## src/rtl/softstart_seq.sv

```systemverilog
// Soft-start sequencer: precharge hold, stepped reference ramp, power-good.
// Optional soft-stop ramp-down enabled by SOFTSTART_SOFTSTOP_EN.
module softstart_seq #(
    parameter int CODE_W  = 8,
    parameter int PRE_CYC = 16,
    parameter int DIV_W   = 8
) (
    input  logic              clk,
    input  logic              rstn,
    input  logic              CELV,
    input  logic              CELG,
    input  logic              SUB,
    input  logic              en,
    input  logic              fault,
    input  logic [DIV_W-1:0]  step_div,
    output logic [CODE_W-1:0] ss_code,
    output logic              drv_en,
    output logic              pgood,
    output logic              busy
);
    localparam int PRE_W = (PRE_CYC > 1) ? $clog2(PRE_CYC) : 1;
    localparam logic [PRE_W-1:0] PRE_LAST = PRE_W'(PRE_CYC - 1);
    localparam logic [CODE_W-1:0] LAST = {{(CODE_W-1){1'b1}}, 1'b0};
    localparam logic [CODE_W-1:0] ONE = {{(CODE_W-1){1'b0}}, 1'b1};

    typedef enum logic [2:0] {
        IDLE   = 3'd0,
        PRECHG = 3'd1,
        RAMP   = 3'd2,
        ON     = 3'd3,
`ifdef SOFTSTART_SOFTSTOP_EN
        STOP   = 3'd5,
`endif
        FAULT  = 3'd4
    } state_t;

    state_t            state_q;
    logic [PRE_W-1:0]  pre_q;
    logic [DIV_W-1:0]  div_q;
    logic [CODE_W-1:0] ss_code_q;
    logic              drv_en_q;
    logic              pgood_q;
    logic              busy_q;
    logic              step_hit;
    logic              fault_go;
    logic              unused_pins;

    assign unused_pins = CELV ^ CELG ^ SUB;
    // >= so a step_div lowered mid-ramp takes effect on the next edge
    assign step_hit = (div_q >= step_div);
    assign fault_go = fault && (state_q != FAULT) && (state_q != IDLE || en);

    always_ff @(posedge clk or negedge rstn) begin
        if (!rstn) begin
            state_q   <= IDLE;
            pre_q     <= '0;
            div_q     <= '0;
            ss_code_q <= '0;
            drv_en_q  <= 1'b0;
            pgood_q   <= 1'b0;
            busy_q    <= 1'b0;
        end else if (fault_go) begin
            state_q   <= FAULT;
            pre_q     <= '0;
            div_q     <= '0;
            ss_code_q <= '0;
            drv_en_q  <= 1'b0;
            pgood_q   <= 1'b0;
            busy_q    <= 1'b0;
        end else begin
            unique case (state_q)
                IDLE: begin
                    if (en) begin
                        state_q <= PRECHG;
                        pre_q   <= '0;
                        busy_q  <= 1'b1;
                    end
                end
                PRECHG: begin
                    if (!en) begin
                        state_q <= IDLE;
                        busy_q  <= 1'b0;
                    end else if (pre_q == PRE_LAST) begin
                        state_q  <= RAMP;
                        drv_en_q <= 1'b1;
                        div_q    <= '0;
                    end else begin
                        pre_q <= pre_q + 1'b1;
                    end
                end
                RAMP, ON: begin
                    if (!en) begin
`ifdef SOFTSTART_SOFTSTOP_EN
                        state_q <= STOP;
                        pgood_q <= 1'b0;
                        busy_q  <= 1'b1;
                        div_q   <= '0;
`else
                        state_q   <= IDLE;
                        ss_code_q <= '0;
                        drv_en_q  <= 1'b0;
                        pgood_q   <= 1'b0;
                        busy_q    <= 1'b0;
                        div_q     <= '0;
`endif
                    end else if (state_q == RAMP) begin
                        if (step_hit) begin
                            div_q     <= '0;
                            ss_code_q <= ss_code_q + 1'b1;
                            if (ss_code_q == LAST) begin
                                state_q <= ON;
                                pgood_q <= 1'b1;
                                busy_q  <= 1'b0;
                            end
                        end else begin
                            div_q <= div_q + 1'b1;
                        end
                    end
                end
`ifdef SOFTSTART_SOFTSTOP_EN
                STOP: begin
                    if (en) begin
                        state_q <= RAMP;
                        div_q   <= '0;
                    end else if (ss_code_q == '0) begin
                        state_q  <= IDLE;
                        drv_en_q <= 1'b0;
                        busy_q   <= 1'b0;
                    end else if (step_hit) begin
                        div_q     <= '0;
                        ss_code_q <= ss_code_q - 1'b1;
                        if (ss_code_q == ONE) begin
                            state_q  <= IDLE;
                            drv_en_q <= 1'b0;
                            busy_q   <= 1'b0;
                        end
                    end else begin
                        div_q <= div_q + 1'b1;
                    end
                end
`endif
                FAULT: begin
                    if (!fault && !en) begin
                        state_q <= IDLE;
                    end
                end
                default: begin
                    state_q <= IDLE;
                end
            endcase
        end
    end

    assign ss_code = ss_code_q;
    assign drv_en  = drv_en_q;
    assign pgood   = pgood_q;
    assign busy    = busy_q;

endmodule
```

## config.mk

```make
export PLATFORM = sky130hd
export DESIGN_NAME = softstart_seq
export DESIGN_NICKNAME = d
export VERILOG_FILES = /design/src/rtl/softstart_seq.sv
export SDC_FILE = /design/constraint.sdc
export NUM_CORES = 1
export LEC_CHECK = 0
export ABC_AREA = 1
export BUFFER_PORTS_ARGS = -buffer_cell sky130_fd_sc_hd__buf_2
export CORE_ASPECT_RATIO = 1.4
export CORE_MARGIN = 8
export CORE_UTILIZATION = 29
export DETAILED_ROUTE_END_ITERATION = 8
export GPL_TIMING_DRIVEN = 0
export SLEW_MARGIN = 0
export SYNTH_ARGS = -nofsm -noshare
export SYNTH_HDL_FRONTEND = slang
export SYNTH_SLANG_ARGS = --single-unit
```

## constraint.sdc

```tcl
create_clock -name clk -period 1.7 [get_ports clk]
set_clock_uncertainty 0.1 [all_clocks]
set_input_delay 0.34 -clock clk [delete_from_list [all_inputs] [get_ports clk]]
set_output_delay 0.34 -clock clk [all_outputs]
set_load 0.01 [all_outputs]
```

==> qor.yml <==
clk_pin_slew_ps: 90
synth_area_per_cell_um2: 7.062
final_cell_mix: "nand2_1, inv_1, nor2_1"
worst_hold_path_type: "in2reg"
cp.required_ps: 1780
grt_pass1_wl_mm: 7.976
utilization: 0.3986
initial_core_util: 0.2942
syn_inst: 270
p_per_area_nw_per_um2: 1123
hold_viol_final: 0
synthXorXnorAreaFrac: 0.01837
max-cap-violations: 0
via_count: 1850
leakage_nw: 1.335
cp_top_family: "simple AND/OR/NAND/NOR gates"
max_freq_mhz: 574.4
place_ws_ps: -336.3
reg2reg_from: "div_q[5]$_DFFE_PN0P_"
critPathBufInv: 1
slowest_delay_ps: 430
clk_latency_ps: 280
via_per_inst: 4.719
rsz0062_at_grt: "yes"
synth_compound_area_frac: 0.07349
timing.slew.headroom: 0.5870
cts_buffers: 3
synthSimpleGateAreaFrac: 0.3845
core-area_um2: 6481
hold_path_end: "state_q[2]$_DFFE_PN0P_"
synth_nets: 297
worst_ir_drop_vdd_uv: 490.7
grt_overflow: 0
synth_edf_count: 0
dieHeight_um: 111.9
cp-end-kind: "flip-flop"
drt_drc_violations_left: 0
netlist_area_um2: 1907
ys.flop_type: "dfrtp_1"
drive_above_1_share: 0.3616
fin_nets: 346
hpwl_mm: 3.391
seq_area_frac_synth: 0.3412
wl_per_cell_um: 12.23
fin_crit_sh: 1.024
drt-pass1-iter-count: 4
cts_htree_levels: 1
synth_adder_area_share: 0.07874
min_from: "en"
crit-reg2reg-capture: "ss_code[3]$_DFFE_PN0P_"
rows: 35
antenna_found_initial: 0
violations: "negative setup slack"
clockRootBuffer: "clkbuf_8"
ff_latch_area_um2: 655.6
ys_warn_count: 0
synthArstFlopShare: 1.000
io_buffer_count: 22
wl_mm: 4.793
slowest_stage: "dfrtp_1"
grt_max_degree: 27
grt_pass1_vias: 1797
final_common_cell: "nand2_1"
maxSlewViolCount: 0
num-fill-cells: 666
cts_tree: "done"
critical_path_class: "reg2reg"
worst_slack_ps: -41.09
track_usage: 0.1016
whs_ps: 336.2
worstMarginPinSlew_ps: 619.5
hold_depth: 3
multiInputGateArea_um2: 1254
area_delta_synth_final_pct: 35.50
clkSinkCount: 26
crit_arrival_ps: 1820
synth_top_family_by_area: "simple AND/OR/NAND/NOR gates"
ys_types: 30
cp_cell_sequence: "ha_4 -> a21oi_2 -> nor2_2 -> nor2_2 -> nand3_1 -> nand2_2 -> nand2_4 -> buf_6 -> nand2_2 -> o21ai_2"
drt_iter0_drc: 69
start_kind: "flip-flop"
die-area_um2: 9463
die_w_um: 84.53
setup_viol: 8
ant_nets: 0
synth_seq_cells: 26
crit_fanout: 5
r2r_cells: 10
ios: 26
min_period_ps: 1741
synthMuxAreaShare: 0
clk_path_buf_depth: 2
gp_congestion: 0.8582
diodes: 0
dp_cells: 366
outcome: "finished with violations"
final_cells: 392
ff2ff_setup_slack_ps: -40
[stage by stage]
| stage | power, mW | instance area (um^2) | TNS, ps |
|---|---|---|---|
| 2_1_floorplan | 1.754 | 1907 | 0 |
| 3_5_place_dp | 2.065 | 2110 | -5340 |
| 6_report | 2.903 | 2584 | -174.9 |
| 3_3_place_gp | 2.052 | 2110 | -4818 |
| 5_1_grt | 3.136 | 2584 | -1796 |
| 4_1_cts | 2.611 | 2332 | -504.7 |
[report_power, final]
| part | total (mW) | internal, mW | switching, mW |
|---|---|---|---|
| clock | 0.418 | 0.208 | 0.210 |
| combinational | 1.61 | 0.686 | 0.926 |
| sequential | 0.873 | 0.731 | 0.142 |
[worst max path at each step]
| stage | from | to | slack [ps] | cells after the start |
|---|---|---|---|---|
| after global placement | step_div[7] | div_q[6]$_DFFE_PN0P_ | -320 | 10 |
| after global routing | div_q[2]$_DFFE_PN0P_ | ss_code[3]$_DFFE_PN0P_ | -140 | 12 |
| after CTS | div_q[6]$_DFFE_PN0P_ | pgood$_DFFE_PN0P_ | -70 | 11 |
| after floorplan | div_q[5]$_DFFE_PN0P_ | ss_code[7]$_DFFE_PN0P_ | 50 | 10 |
| final | div_q[5]$_DFFE_PN0P_ | ss_code[3]$_DFFE_PN0P_ | -40 | 10 |
| after detailed placement | step_div[7] | div_q[2]$_DFFE_PN0P_ | -340 | 10 |
[Yosys cell counts (4+ instances only)]
master,n,share of area
nand2_1,78,0.15
inv_1,40,0.079
nor2_1,31,0.061
dfrtp_1,26,0.34
nand3_1,18,0.047
ha_1,12,0.079
a21oi_1,8,0.021
nand4_1,8,0.026
inv_2,6,0.012
o21ai_0,6,0.016
o21ai_1,4,0.010
[registers in the layout, indices dropped and copies added, names as in the netlist]
| signal | count |
|---|---|
| pgood | 1 |
| busy | 1 |
| state_q | 3 |
| ss_code | 8 |
| drv_en | 1 |
| pre_q | 4 |
| div_q | 8 |
[per-layer routing]
layer	wire, um	share of wire	GRT usage
met4	135	0.028	0.05131
met1	2008	0.42	0.1129
met5	0	0	0
met2	2517	0.53	0.1782
met3	132	0.028	0.01990
[worst register-to-register path: cells and delay by family, from the launching register on]
kind / cells / cell delay (ps)
DFF: 1 / 430
AOI/OAI and AO/OA: 2 / 170
buffers and inverters: 1 / 140
adders and majority gates: 1 / 260
and+or+nand+nor: 6 / 540
[layout make-up]
type,count,share of cell area
Buffer,2,0.01017
Clock buffer,4,0.02131
Inverter,47,0.07022
Multi-Input combinational cell,195,0.4852
Sequential cell,26,0.2538
Tap cell,74,0.03584
Timing Repair Buffer,44,0.1235
[cell families (layout without fill, tap and decap cells)]
logic type / count (synthesis) / count (layout)
AOI/OAI and AO/OA: 24 / 24
xor gates and xnor gates: 4 / 4
adders and majority gates: 12 / 12
buffers and inverters: 49 / 97
DFF: 26 / 26
and+or+nand+nor: 155 / 155
[what timing repair did]
item	in CTS	in global routing
hold endpoints to repair	26	0
setup endpoints to repair	20	22
gates cloned	1	1
gates resized for setup	24	33
pin swaps	16	20
setup buffers	10	9
hold buffers	1	0
No activity file was read; power rests on OpenSTA's default activity.
